### config.mk
export PLATFORM = sky130hd
export DESIGN_NAME = pwm_duty_ramp_flat
export DESIGN_NICKNAME = d
export VERILOG_FILES = /design/src/rtl/pwm_pkg.sv /design/src/rtl/pwm_duty_ramp_if.sv /design/src/rtl/pwm_tick_div.sv /design/src/rtl/pwm_duty_ramp.sv /design/src/flat_wrapper.sv
export SDC_FILE = /design/constraint.sdc
export NUM_CORES = 1
export LEC_CHECK = 0
export ABC_CLOCK_PERIOD_IN_PS = 5100
export BUFFER_PORTS_ARGS = -buffer_cell sky130_fd_sc_hd__buf_2
export CAP_MARGIN = 10
export CORE_ASPECT_RATIO = 1.5
export CORE_MARGIN = 3
export CORE_UTILIZATION = 27
export DETAILED_ROUTE_END_ITERATION = 8
export PLACE_DENSITY_LB_ADDON = 0.05
export REMOVE_ABC_BUFFERS = 1
export SYNTH_ARGS = -nofsm -noshare
export SYNTH_HDL_FRONTEND = slang
export SYNTH_SLANG_ARGS = --single-unit
### constraint.sdc
create_clock -name clk -period 5.1 [get_ports clk]
set_clock_uncertainty 0.2 [all_clocks]
set_input_delay 1.02 -clock clk [delete_from_list [all_inputs] [get_ports clk]]
set_output_delay 1.02 -clock clk [all_outputs]
set_load 0.1 [all_outputs]
### src/rtl/pwm_pkg.sv
// Shared widths and ramp FSM state encoding for the pwm block family.
package pwm_pkg;

    localparam int DUTY_W = 20;
    localparam int GAP_W  = 12;

    typedef enum logic {
        IDLE = 1'b0,
        RAMP = 1'b1
    } ramp_state_e;

endpackage

### src/rtl/pwm_duty_ramp_if.sv
// Command handshake carrying a duty target, slew step and gap value.
interface pwm_duty_ramp_if;
    import pwm_pkg::*;

    logic              cmd_valid;
    logic              cmd_ready;
    logic [DUTY_W-1:0] cmd_target;
    logic [DUTY_W-1:0] cmd_step;
    logic [GAP_W-1:0]  cmd_gap;

    modport master (
        output cmd_valid,
        output cmd_target,
        output cmd_step,
        output cmd_gap,
        input  cmd_ready
    );

    modport slave (
        input  cmd_valid,
        input  cmd_target,
        input  cmd_step,
        input  cmd_gap,
        output cmd_ready
    );

endinterface

### src/rtl/pwm_tick_div.sv
// Modulo-TICK_DIV counter; tick is high on the enabled last count.
module pwm_tick_div #(
    parameter int TICK_DIV = 1000
) (
    input  logic clk,
    input  logic rst,
    input  logic en,
    input  logic clr,
    output logic tick
);

    localparam int CW = (TICK_DIV > 1) ? $clog2(TICK_DIV) : 1;
    localparam logic [CW-1:0] LAST = CW'(TICK_DIV - 1);

    logic [CW-1:0] cnt_q;
    logic [CW-1:0] cnt_d;

    always_comb begin
        tick  = en && (cnt_q == LAST);
        cnt_d = cnt_q;
        if (clr || tick) begin
            cnt_d = '0;
        end else if (en) begin
            cnt_d = cnt_q + CW'(1);
        end
    end

    always_ff @(posedge clk) begin
        if (rst) begin
            cnt_q <= '0;
        end else begin
            cnt_q <= cnt_d;
        end
    end

endmodule

### src/rtl/pwm_duty_ramp.sv
// Slews duty_need toward a commanded target one step per TICK_DIV clocks,
// latching duty_gap per command for the downstream pwm stage.
module pwm_duty_ramp
    import pwm_pkg::*;
#(
    parameter int                TICK_DIV = 1000,
    parameter logic [DUTY_W-1:0] DUTY_MAX = 20'hFFFFF,
    parameter logic [GAP_W-1:0]  GAP_RST  = 12'd10
) (
    input  logic              clk,
    input  logic              rst,
    pwm_duty_ramp_if.slave    cmd,
    input  logic              hold,
    output logic [DUTY_W-1:0] duty_need,
    output logic [GAP_W-1:0]  duty_gap,
    output logic              busy,
    output logic              done
);

    ramp_state_e       state_q, state_d;
    logic [DUTY_W-1:0] duty_q, duty_d;
    logic [DUTY_W-1:0] tgt_q, tgt_d;
    logic [DUTY_W-1:0] step_q, step_d;
    logic [GAP_W-1:0]  gap_q, gap_d;
    logic              done_q, done_d;

    logic              accept;
    logic              tick;
    logic [DUTY_W-1:0] tgt_in;
    logic [DUTY_W-1:0] diff;
    logic [DUTY_W-1:0] duty_nxt;

    assign cmd.cmd_ready = (state_q == IDLE) && !rst;
    assign accept = cmd.cmd_valid && cmd.cmd_ready;
    assign tgt_in = (cmd.cmd_target > DUTY_MAX) ? DUTY_MAX : cmd.cmd_target;

    pwm_tick_div #(
        .TICK_DIV (TICK_DIV)
    ) u_tick (
        .clk  (clk),
        .rst  (rst),
        .en   ((state_q == RAMP) && !hold),
        .clr  (accept),
        .tick (tick)
    );

    // Step by comparing the remaining distance, so the sum never wraps.
    always_comb begin
        if (duty_q < tgt_q) begin
            diff     = tgt_q - duty_q;
            duty_nxt = (diff <= step_q) ? tgt_q : duty_q + step_q;
        end else begin
            diff     = duty_q - tgt_q;
            duty_nxt = (diff <= step_q) ? tgt_q : duty_q - step_q;
        end
    end

    always_comb begin
        state_d = state_q;
        duty_d  = duty_q;
        tgt_d   = tgt_q;
        step_d  = step_q;
        gap_d   = gap_q;
        done_d  = 1'b0;
        unique case (state_q)
            IDLE: begin
                if (accept) begin
                    tgt_d  = tgt_in;
                    step_d = cmd.cmd_step;
                    gap_d  = cmd.cmd_gap;
                    if (cmd.cmd_step == '0 || tgt_in == duty_q) begin
                        duty_d = tgt_in;
                        done_d = 1'b1;
                    end else begin
                        state_d = RAMP;
                    end
                end
            end
            RAMP: begin
                if (tick) begin
                    duty_d = duty_nxt;
                    if (duty_nxt == tgt_q) begin
                        state_d = IDLE;
                        done_d  = 1'b1;
                    end
                end
            end
            default: state_d = IDLE;
        endcase
    end

    always_ff @(posedge clk) begin
        if (rst) begin
            state_q <= IDLE;
            duty_q  <= '0;
            tgt_q   <= '0;
            step_q  <= '0;
            gap_q   <= GAP_RST;
            done_q  <= 1'b0;
        end else begin
            state_q <= state_d;
            duty_q  <= duty_d;
            tgt_q   <= tgt_d;
            step_q  <= step_d;
            gap_q   <= gap_d;
            done_q  <= done_d;
        end
    end

    assign duty_need = duty_q;
    assign duty_gap  = gap_q;
    assign busy      = (state_q == RAMP);
    assign done      = done_q;

endmodule

### src/flat_wrapper.sv
// flat-port wrapper written by rule: the top's interface ports become plain ports
module pwm_duty_ramp_flat import pwm_pkg::*;
#(
    parameter int                TICK_DIV = 1000,
    parameter logic [DUTY_W-1:0] DUTY_MAX = 20'hFFFFF,
    parameter logic [GAP_W-1:0]  GAP_RST  = 12'd10
)
  (clk, rst, hold, duty_need, duty_gap, busy, done, cmd_cmd_valid, cmd_cmd_target, cmd_cmd_step, cmd_cmd_gap, cmd_cmd_ready);
  pwm_duty_ramp_if cmd_i ();
  input  logic clk;
  input  logic rst;
  input  logic hold;
  output logic [DUTY_W-1:0] duty_need;
  output logic [GAP_W-1:0] duty_gap;
  output logic busy;
  output logic done;
  input wire logic [$bits(cmd_i.cmd_valid)-1:0] cmd_cmd_valid;
  input wire logic [$bits(cmd_i.cmd_target)-1:0] cmd_cmd_target;
  input wire logic [$bits(cmd_i.cmd_step)-1:0] cmd_cmd_step;
  input wire logic [$bits(cmd_i.cmd_gap)-1:0] cmd_cmd_gap;
  output wire logic [$bits(cmd_i.cmd_ready)-1:0] cmd_cmd_ready;
  assign cmd_i.cmd_valid = cmd_cmd_valid;
  assign cmd_i.cmd_target = cmd_cmd_target;
  assign cmd_i.cmd_step = cmd_cmd_step;
  assign cmd_i.cmd_gap = cmd_cmd_gap;
  assign cmd_cmd_ready = cmd_i.cmd_ready;
  pwm_duty_ramp #(.TICK_DIV(TICK_DIV), .DUTY_MAX(DUTY_MAX), .GAP_RST(GAP_RST)) u_core (.clk(clk), .rst(rst), .cmd(cmd_i), .hold(hold), .duty_need(duty_need), .duty_gap(duty_gap), .busy(busy), .done(done));
endmodule
==> run metrics <==
clock slew seen by the registers of the worst setup and hold paths=70 ps; # DRC=0; EDFF count, synth=0; P per Cell Area=345 nW/µm²; Final Cycle Share=112%; Finished Layout Cells=1793; Static Leak=4.96 nW; synth cell count leaders=117 x ha_1, 111 x nor2_1, 101 x nand2_1; Yosys warning total=0; Peak VDD IR=0.000183 V; Max Root-Sink Buffers=2; Mapped Area=8940 µm²; leading area contributor after synthesis=dfxtp_1; core area=32600 µm²; Vias=9216; clock sinks=84; final net count=1550; WP buf/inv=4; asr flop ratio synth=0%; kind of critical path=flop to flop; total power=3.99 mW; Pre-Repair DR Iteration Count=6; DIE WIDTH=155 µm; vias per std cell=5.14; critical path capture point type=flop; CP Data Required Time=5210 ps; Tmin final=5730 ps; Mapped Avg Cell Area=7.61 µm²; Starting Density=27.4%; FILL cells=3561; Critical Path Source Type=flop; register area share after synthesis=18.8%; Wirelength per Cell=21.3 µm; Final Slew Violations=0; final WL=38.1 mm; final setup vio count=22; Place WS=-1690 ps; CP max FO=3; unrepaired setup endpoints after global routing=true; flop2flop setup slack=-630 ps; number of diodes=0; Worst-Margin Slew=1010 ps; Hold Path Class=flop to flop; Area Overhead vs Synth=29.2%; status=finished, violations left; Crit path max-delay family=compound AO/OA/AOI/OAI gates; Unique masters post-synth=74; Synth area leaders=dfxtp_1 19%, ha_1 16%, xnor2_1 7.4%; Synth Instances=1175; num rows=81; largest net degree at the start of global routing=76; input/output buffers=90; CTS tree=done; # Max-Cap Violations=0; # IOs=91; routability congestion estimate=0.916; initial antenna violation count=1; Synth top area share=18.8%; Die Y=229 µm; failing checks=negative setup slack; Final Hold Fails=0; Max-slew headroom=32.9%; All-Layer GR Usage=21.6%; slowest stage delay, CP=350 ps; CTS Hold Bufs=0; Crit-path slowest cell=dfxtp_2; Synth Flop Type=dfxtp_1; share of cells above drive strength 1=24.5%; latest clock arrival within the worst-skew pair=390 ps; vias in the first global route=9486; Root Buffer=clkbuf_16; H-tree Lvls=3; Placed Cells=1766; GR Overflow Total=0; first-pass GRT wire length=57.8 mm; die area=35400 µm²; HPWL Detailed=31.0 mm; Synth Register Bits=84; worst setup margin=-628 ps; most common cell in the netlist=ha_1; max frequency=175 MHz; CP arrival=5840 ps; CTS Buf Count=9; ANT nets after route=0; DR iter-0 viols=392
==> layout by cell type (no fill, tap or decap), drive strengths merged, types with 17 or more instances in the layout <==
cell type	count
xor2	30
a21oi	87
o21ai	53
xnor2	76
o31ai	43
a211oi	29
nand2b	19
inv	95
nand3	21
ha	117
dfxtp	84
a21o	17
nand2	101
nor2	111
nor3	24
buf	248
==> cells by family (layout without fill, tap and decap cells) <==
group	count (synthesis)	after routing	synth area share [%]
DFF	84	84	18.8
adders and majority gates	121	121	17.3
AOI/OAI and AO/OA	355	355	27.5
xor gates and xnor gates	106	106	10.4
muxes	12	12	1.34
buffers and inverters	156	359	6.97
and+or+nand+nor	341	341	17.8
==> repair_timing <==
item                       in CTS  in global routing
setup buffers                  12                  3
gates cloned                    0                  0
pin swaps                      37                  8
resized for setup              71                 14
setup endpoints to repair      22                 22
==> area by class of cell <==
class,instances,area (µm²),area share (%)
Clock buffer,9,225,1.95
Timing Repair Buffer,248,1690,14.7
Clock inverter,7,100,0.867
Sequential cell,84,1690,14.6
Inverter,95,359,3.11
Multi-Input combinational cell,935,6970,60.3
Tap cell,415,519,4.50
==> final timing paths <==
path                                                  startpoint  cells after the start                               to
worst max-delay path            u_core.duty_need[1]$_SDFFE_PP0P_                     27           u_core.done$_SDFF_PP0_
worst min-delay path             u_core.duty_gap[7]$_SDFFE_PP0P_                      2  u_core.duty_gap[7]$_SDFFE_PP0P_
worst max register to register  u_core.duty_need[1]$_SDFFE_PP0P_                     27           u_core.done$_SDFF_PP0_
worst min register to register   u_core.duty_gap[7]$_SDFFE_PP0P_                      2  u_core.duty_gap[7]$_SDFFE_PP0P_
==> per-layer routing <==
metal / wire length, µm / vias up / track usage (%)
met5: 15 / - / 0
met4: 2190 / 2 / 12.3
met3: 1160 / 70 / 2.82
met2: 20000 / 198 / 39.5
met1: 14800 / 4353 / 23.6
li1: - / 4593 / -
==> registers in the layout, summed over array words and instances (netlist names) <==
name                 cells
u_core.tgt_q            20
u_core.u_tick.cnt_q     10
u_core.busy              1
u_core.step_q           20
u_core.duty_need        20
u_core.done              1
u_core.duty_gap         12
==> stage by stage <==
stage | utilization (%) | TNS (ps) | cell area [µm²] | hold slack, ps
6_report | 35.4 | -9870 | 11600 | 271
4_1_cts | 35.1 | -11170 | 11500 | 273
2_1_floorplan | - | -32290 | 8680 | 279
3_3_place_gp | 33.0 | -31610 | 10800 | 256
5_1_grt | 35.4 | -17240 | 11600 | 301
3_5_place_dp | 33.0 | -32290 | 10800 | 259
==> tightest hold or removal path: stages (launching register included) <==
cell and delay (ps):
dfxtp_1 310, nand2b_1 60, o21ai_0 60
==> where the power goes <==
group	internal (mW)	switching, mW
Clock	0.432	0.349
Sequential	0.695	0.0288
Combinational	1.08	1.40
No activity file was read; power rests on OpenSTA's default activity.
